**config.mk**
```make
export PLATFORM = sky130hd
export DESIGN_NAME = reg_file_flat
export DESIGN_NICKNAME = d
export VERILOG_FILES = /design/src/rtl/reg_file_pkg.sv /design/src/rtl/reg_file_if.sv /design/src/rtl/reg_file_scoreboard.sv /design/src/rtl/reg_file.sv /design/src/flat_wrapper.sv
export SDC_FILE = /design/constraint.sdc
export NUM_CORES = 2
export LEC_CHECK = 0
export CAP_MARGIN = 20
export CORE_MARGIN = 5
export CORE_UTILIZATION = 30
export CTS_CLUSTER_SIZE = 8
export DETAILED_ROUTE_END_ITERATION = 16
export GPL_ROUTABILITY_DRIVEN = 0
export PLACE_DENSITY_LB_ADDON = 0.25
export REMOVE_ABC_BUFFERS = 1
export SLEW_MARGIN = 20
export SYNTH_ARGS = -nofsm -noshare
export SYNTH_HDL_FRONTEND = slang
export SYNTH_SLANG_ARGS = --single-unit
```
**constraint.sdc**
```tcl
create_clock -name clk -period 5.67 [get_ports clk]
set_clock_uncertainty 0.2 [all_clocks]
set_input_delay 0.567 -clock clk [delete_from_list [all_inputs] [get_ports clk]]
set_output_delay 0.567 -clock clk [all_outputs]
set_load 0.02 [all_outputs]
```
**src/rtl/reg_file_pkg.sv**
```systemverilog
// reg_file_pkg: shared register-file constants and types.
//   REG_ADDR_W / REG_DATA_W : architectural register address / data widths
//   REG_COUNT               : number of architectural integer registers
//   REG_ZERO                : address of the hardwired-zero register x0
//   wb_src_t                : write-back data mux source select encodings
// Configuration macro: REGFILE_BYPASS_EN (consumed by reg_file and
// reg_file_scoreboard, not by this package).
package reg_file_pkg;

   localparam int REG_ADDR_W = 5;
   localparam int REG_DATA_W = 32;
   localparam int REG_COUNT  = 32;

   typedef logic [REG_ADDR_W-1:0] reg_addr_t;
   typedef logic [REG_DATA_W-1:0] reg_data_t;

   localparam reg_addr_t REG_ZERO = 5'd0;

   // Source select of the write-back data mux that feeds rd_data.
   typedef enum logic [1:0] {
      WB_SRC_ALU = 2'd0,
      WB_SRC_MEM = 2'd1,
      WB_SRC_PC4 = 2'd2,
      WB_SRC_IMM = 2'd3
   } wb_src_t;

endpackage

```
**src/rtl/reg_file_if.sv**
```systemverilog
// reg_file_if: decode/write-back side bus of the integer register file.
//   rs1_addr/rs2_addr -> rs1_data/rs2_data : combinational operand reads
//   rd_wen/rd_addr/rd_data                : write-back port
//   issue_*                               : instruction presented by decode
//   hazard                                : operand pending, decode holds
// Modports: master = pipeline (decode + write-back), slave = register file.
interface reg_file_if;
   import reg_file_pkg::*;

   reg_addr_t rs1_addr;
   reg_addr_t rs2_addr;
   reg_data_t rs1_data;
   reg_data_t rs2_data;

   logic      rd_wen;
   reg_addr_t rd_addr;
   reg_data_t rd_data;

   logic      issue_valid;
   logic      issue_rs1_used;
   logic      issue_rs2_used;
   logic      issue_rd_wen;
   reg_addr_t issue_rd;
   logic      hazard;

   modport master (
      output rs1_addr, rs2_addr,
      input  rs1_data, rs2_data,
      output rd_wen, rd_addr, rd_data,
      output issue_valid, issue_rs1_used, issue_rs2_used, issue_rd_wen, issue_rd,
      input  hazard
   );

   modport slave (
      input  rs1_addr, rs2_addr,
      output rs1_data, rs2_data,
      input  rd_wen, rd_addr, rd_data,
      input  issue_valid, issue_rs1_used, issue_rs2_used, issue_rd_wen, issue_rd,
      output hazard
   );

endinterface

```
**src/rtl/reg_file_scoreboard.sv**
```systemverilog
// reg_file_scoreboard: pending-write scoreboard and read-after-write hazard.
// Ports:
//   clk, rst            : clock, synchronous active-high reset
//   rs1_addr, rs2_addr  : operand addresses of the issuing instruction
//   rd_wen, rd_addr     : write-back port (clears the pending bit)
//   issue_*             : issuing instruction (sets the pending bit if accepted)
//   hazard              : an operand in use is still pending
// Macro REGFILE_BYPASS_EN: a register written back this cycle is not pending.
module reg_file_scoreboard
   import reg_file_pkg::*;
(
   input  logic      clk,
   input  logic      rst,
   input  reg_addr_t rs1_addr,
   input  reg_addr_t rs2_addr,
   input  logic      rd_wen,
   input  reg_addr_t rd_addr,
   input  logic      issue_valid,
   input  logic      issue_rs1_used,
   input  logic      issue_rs2_used,
   input  logic      issue_rd_wen,
   input  reg_addr_t issue_rd,
   output logic      hazard
);

   logic [REG_COUNT-1:0] busy_reg;
   logic [REG_COUNT-1:0] busy_next;
   logic [REG_COUNT-1:0] pend;
   logic                 issue_accept;

   // Only a non-stalled issue may claim its destination.
   assign issue_accept = issue_valid & ~hazard;

   genvar gi;
   generate
      for (gi = 0; gi < REG_COUNT; gi++) begin : g_busy
         if (gi == 0) begin : g_zero
            assign busy_next[gi] = 1'b0;
            assign pend[gi]      = 1'b0;
         end else begin : g_reg
            logic set_hit;
            logic clr_hit;
            assign set_hit = issue_accept & issue_rd_wen & (issue_rd == reg_addr_t'(gi));
            assign clr_hit = rd_wen & (rd_addr == reg_addr_t'(gi));
            // A same-cycle issue is a newer producer than the retiring one.
            assign busy_next[gi] = set_hit | (busy_reg[gi] & ~clr_hit);
`ifdef REGFILE_BYPASS_EN
            // Forwarded on the read port this cycle, so nothing to wait for.
            assign pend[gi] = busy_reg[gi] & ~clr_hit;
`else
            assign pend[gi] = busy_reg[gi];
`endif
         end
      end
   endgenerate

   assign hazard = (issue_rs1_used & pend[rs1_addr]) | (issue_rs2_used & pend[rs2_addr]);

   always_ff @(posedge clk) begin
      if (rst) begin
         busy_reg <= '0;
      end else begin
         busy_reg <= busy_next;
      end
   end

endmodule

```
**src/rtl/reg_file.sv**
```systemverilog
// reg_file: 32 x 32-bit integer register file with pending-write scoreboard.
// Ports:
//   clk : rising-edge clock
//   rst : synchronous active-high reset (clears registers and scoreboard)
//   bus : reg_file_if.slave -- two combinational read ports, one write-back
//         port, decode issue information and the hazard stall output
// x0 is not stored: it reads as zero and writes to it are dropped.
// Macro REGFILE_BYPASS_EN: forward the write-back value to a read port that
// addresses the register being written in the same cycle.
module reg_file
   import reg_file_pkg::*;
(
   input  logic      clk,
   input  logic      rst,
   reg_file_if.slave bus
);

   reg_data_t regs_reg [1:REG_COUNT-1];
   reg_data_t view     [REG_COUNT];

   // Storage. Every register has a reset, so this maps to flops rather than RAM.
   always_ff @(posedge clk) begin
      if (rst) begin
         for (int i = 1; i < REG_COUNT; i++) begin
            regs_reg[i] <= '0;
         end
      end else if (bus.rd_wen && bus.rd_addr != REG_ZERO) begin
         regs_reg[bus.rd_addr] <= bus.rd_data;
      end
   end

   // Full 32-entry read view with x0 tied to zero, so read muxes never index
   // outside the stored range.
   genvar gi;
   generate
      for (gi = 0; gi < REG_COUNT; gi++) begin : g_view
         if (gi == 0) begin : g_zero
            assign view[gi] = '0;
         end else begin : g_reg
            assign view[gi] = regs_reg[gi];
         end
      end
   endgenerate

`ifdef REGFILE_BYPASS_EN
   logic wb_live;
   assign wb_live = bus.rd_wen && (bus.rd_addr != REG_ZERO);
   assign bus.rs1_data = (wb_live && bus.rd_addr == bus.rs1_addr) ? bus.rd_data : view[bus.rs1_addr];
   assign bus.rs2_data = (wb_live && bus.rd_addr == bus.rs2_addr) ? bus.rd_data : view[bus.rs2_addr];
`else
   assign bus.rs1_data = view[bus.rs1_addr];
   assign bus.rs2_data = view[bus.rs2_addr];
`endif

   reg_file_scoreboard u_scoreboard (
      .clk            (clk),
      .rst            (rst),
      .rs1_addr       (bus.rs1_addr),
      .rs2_addr       (bus.rs2_addr),
      .rd_wen         (bus.rd_wen),
      .rd_addr        (bus.rd_addr),
      .issue_valid    (bus.issue_valid),
      .issue_rs1_used (bus.issue_rs1_used),
      .issue_rs2_used (bus.issue_rs2_used),
      .issue_rd_wen   (bus.issue_rd_wen),
      .issue_rd       (bus.issue_rd),
      .hazard         (bus.hazard)
   );

endmodule

```
**src/flat_wrapper.sv**
```systemverilog
// flat-port wrapper written by rule: the top's interface ports become plain ports
module reg_file_flat import reg_file_pkg::*;
  (clk, rst, bus_rs1_addr, bus_rs2_addr, bus_rs1_data, bus_rs2_data, bus_rd_wen, bus_rd_addr, bus_rd_data, bus_issue_valid, bus_issue_rs1_used, bus_issue_rs2_used, bus_issue_rd_wen, bus_issue_rd, bus_hazard);
  reg_file_if bus_i ();
  input  logic clk;
  input  logic rst;
  input wire logic [$bits(bus_i.rs1_addr)-1:0] bus_rs1_addr;
  input wire logic [$bits(bus_i.rs2_addr)-1:0] bus_rs2_addr;
  output wire logic [$bits(bus_i.rs1_data)-1:0] bus_rs1_data;
  output wire logic [$bits(bus_i.rs2_data)-1:0] bus_rs2_data;
  input wire logic [$bits(bus_i.rd_wen)-1:0] bus_rd_wen;
  input wire logic [$bits(bus_i.rd_addr)-1:0] bus_rd_addr;
  input wire logic [$bits(bus_i.rd_data)-1:0] bus_rd_data;
  input wire logic [$bits(bus_i.issue_valid)-1:0] bus_issue_valid;
  input wire logic [$bits(bus_i.issue_rs1_used)-1:0] bus_issue_rs1_used;
  input wire logic [$bits(bus_i.issue_rs2_used)-1:0] bus_issue_rs2_used;
  input wire logic [$bits(bus_i.issue_rd_wen)-1:0] bus_issue_rd_wen;
  input wire logic [$bits(bus_i.issue_rd)-1:0] bus_issue_rd;
  output wire logic [$bits(bus_i.hazard)-1:0] bus_hazard;
  assign bus_i.rs1_addr = bus_rs1_addr;
  assign bus_i.rs2_addr = bus_rs2_addr;
  assign bus_rs1_data = bus_i.rs1_data;
  assign bus_rs2_data = bus_i.rs2_data;
  assign bus_i.rd_wen = bus_rd_wen;
  assign bus_i.rd_addr = bus_rd_addr;
  assign bus_i.rd_data = bus_rd_data;
  assign bus_i.issue_valid = bus_issue_valid;
  assign bus_i.issue_rs1_used = bus_issue_rs1_used;
  assign bus_i.issue_rs2_used = bus_issue_rs2_used;
  assign bus_i.issue_rd_wen = bus_issue_rd_wen;
  assign bus_i.issue_rd = bus_issue_rd;
  assign bus_hazard = bus_i.hazard;
  reg_file u_core (.clk(clk), .rst(rst), .bus(bus_i));
endmodule
```
==> results.cfg <==
[run_status]
status = completed

[synthesis]
syn-cell-area_um2 = 54500
ys_warn_count = 0
yosys.cell_types.count = 34
avgSynthCellArea_um2 = 16.1
seq_area_frac_synth_pct = 55.8
synth_area_leaders = edfxtp_1 (55%), mux4_2 (24%), and2_1 (11%)
netlist.top_cell.by_area = edfxtp_1
synthesis.instances = 3396
synth_top_area_share_pct = 54.6
ys_ff_latch = 1023

[setup_path]
cp_slowest_cell = clkdlybuf4s50_1
path_class = in2out
required_ns = 4.90
critPathMaxStageDelay_ns = 0.60
timing.rr.start = u_core.u_scoreboard.busy_reg[15]$_SDFF_PP0_
start_kind = primary input
crit_end = bus_rs1_data[1]
ff2ff_path_depth = 6
critPathMaxFanout = 28
critPathLaunch = bus_rs1_addr[3]
r2r_end = u_core.u_scoreboard.busy_reg[29]$_SDFF_PP0_
worstSetupEndpointType = output port
crit_arrival_ns = 3.68
cp_cell_sequence = clkdlybuf4s50_1 > inv_6 > buf_4 > mux4_2 > mux2_2 > clkdlybuf4s50_1
r2r_setup_slack_ns = 3.14
cpMostUsedCell = clkdlybuf4s50_1

[pwr]
vdd_drop_max_v = 0.000294
p_sw_share_pct = 25.5
intPower_mw = 14.5
combPwrFrac_pct = 13.0
pwr_density_cell_nw_per_um2 = 307
finalPower_mw = 19.4
p_seq_share_pct = 45.9
p_clk_share_pct = 41.1
leakagePower_nw = 20.8
p_sw_mw = 4.95

[sta]
rsz0062_at_grt = false
fin_crit_sh_pct = 78.5
tightestPinTransition_ns = 1.10
clock.fmax_mhz = 225
hold_violations = 0
slew_violations = 0
setup_viol = 0
finalCriticalPeriod_ns = 4.45
tns_ns = 0
maxSlewHeadroom_pct = 26.6

[routing]
ant_nets = 0
wire_per_inst_um = 34.2
vias = 32900
vias_per_cell = 5.64
dr.pass1.iters = 5
drt-initial-drc-count = 4456
routed_wl_mm = 199
drc = 0

[global_route]
antenna_found_initial = 35
grt_usage_pct = 20.6
grt_start_max_net_pins = 84
grt_remaining_overflow = 0
grt_pass1_wl_mm = 276
first_global_vias = 33500

[cts]
clockRootBuffer = clkbuf_16
cts_hold_buf = 0
cts_buffers = 146
clockBufferDepth = 3
cts_setup_buffers = 0
clk_latency_ns = 0.78
clk_pin_slew_worst_paths_ns = 0.05
clock_sinks = 1023
cts_tree = done
htreeDepth = 4
post_cts_resize_count = 0

[placement]
dp_cells = 5653
placed_area_um2 = 59300
dp_hpwl_mm = 120
io_buffers = 123

[min_path]
hold_path_class = in2reg
hold_path_depth = 2

[floorplanning]
die-area_um2 = 190000
io_pins = 124
die_height_um = 436
core_area_um2 = 181000
die_w_um = 436
initial_core_util_pct = 30.2
fp-row-count = 156

[run]
cap_violations = 0

[layout]
area_growth_pct = 16.0
final_cell_mix = and2_1 (997), edfxtp_1 (992), mux4_2 (586)
drive_gt1_share_pct = 30.1
layout_commonest_cell = and2_1
fin_cells = 5832
fin_util_pct = 35.0
seqCellArea_um2 = 30400
largest_reg_flops = 992
n_fill_cell = 17000
nNetsFinal = 3491
final_area_um2 = 63300
multi_input_area_um2 = 23200
cells by family after synthesis:
kind of cell	after synthesis	synth area share [%]
AO/OA/AOI/OAI	161	2.25
buffers and inverters	386	2.78
flip-flops	1023	55.8
multiplexers	726	26.9
AND/OR/NAND/NOR	1100	12.3
per-stage QoR:
step           hold slack (ns)  setup slack [ns]
2_1_floorplan            0.243            -0.354
3_3_place_gp             0.275              1.13
3_5_place_dp             0.277              1.16
4_1_cts                  0.289              1.17
5_1_grt                  0.273              1.13
6_report                 0.253              1.22
metal layers:
metal  up-vias  wire (um)  GRT usage (%)
met5         -         20              0
met4         4       4790           5.42
met3       274      17100           4.33
met2      1684      93500           32.7
met1     17700      84000           28.9
li1      13300          -              -
cell usage after synthesis:
library cell / instances
o32ai_1: 4
o2bb2ai_1: 64
and2_1: 997
o41ai_1: 6
and3_1: 1
o21ai_0: 35
mux2i_1: 74
clkinv_1: 3
nand2b_1: 4
nor4_1: 1
buf_2: 51
buf_4: 1
inv_1: 14
clkbuf_1: 291
o21a_1: 2
edfxtp_1: 992
or2_2: 2
mux4_2: 586
nand3_1: 15
nor3_1: 2
nand4_1: 5
o31ai_1: 12
o22ai_1: 6
a221oi_2: 2
or3_1: 1
mux2_2: 66
nand2_1: 23
o221ai_1: 5
buf_1: 26
nor2_1: 37
o211ai_1: 24
a211oi_1: 1
nor2b_1: 12
dfxtp_1: 31
power by group through the flow:
stage / clock, mW / sequential, mW / combinational (mW)
CTS: 8.09 / 8.90 / 2.56
global placement: 0 / 9.02 / 2.55
global route: 8.40 / 8.94 / 2.63
detailed placement: 0 / 9.04 / 2.55
finish: 7.97 / 8.91 / 2.52
floorplan: 0 / 8.99 / 1.27
worst min-delay path by stage:
stage / to / start / slack, ns
after detailed placement: u_core.u_scoreboard.busy_reg[23]$_SDFF_PP0_ / u_core.u_scoreboard.busy_reg[23]$_SDFF_PP0_ / 0.28
after CTS: u_core.u_scoreboard.busy_reg[23]$_SDFF_PP0_ / u_core.u_scoreboard.busy_reg[23]$_SDFF_PP0_ / 0.29
after floorplan: u_core.u_scoreboard.busy_reg[23]$_SDFF_PP0_ / u_core.u_scoreboard.busy_reg[23]$_SDFF_PP0_ / 0.24
final: u_core.regs_reg[8][27]$_SDFFCE_PN0P_ / bus_rd_data[27] / 0.25
after global routing: u_core.regs_reg[10][9]$_SDFFCE_PN0P_ / bus_rd_data[9] / 0.27
after global placement: u_core.u_scoreboard.busy_reg[20]$_SDFF_PP0_ / u_core.u_scoreboard.busy_reg[20]$_SDFF_PP0_ / 0.28
worst max-delay path, delay by kind of cell:
| kind | cells | cell delay, ns |
|---|---|---|
| buf+inv | 4 | 2.12 |
| mux | 2 | 0.96 |
cell type report:
class	count	area share, %
Sequential cell	1023	48.1
Multi-Input combinational cell	1987	36.7
Clock buffer	153	5.85
Tap cell	2370	4.69
Timing Repair Buffer	257	4.11
Clock inverter	17	0.415
Inverter	17	0.119
Antenna cell	8	0.0316
Power figures use the tool's default switching activity.
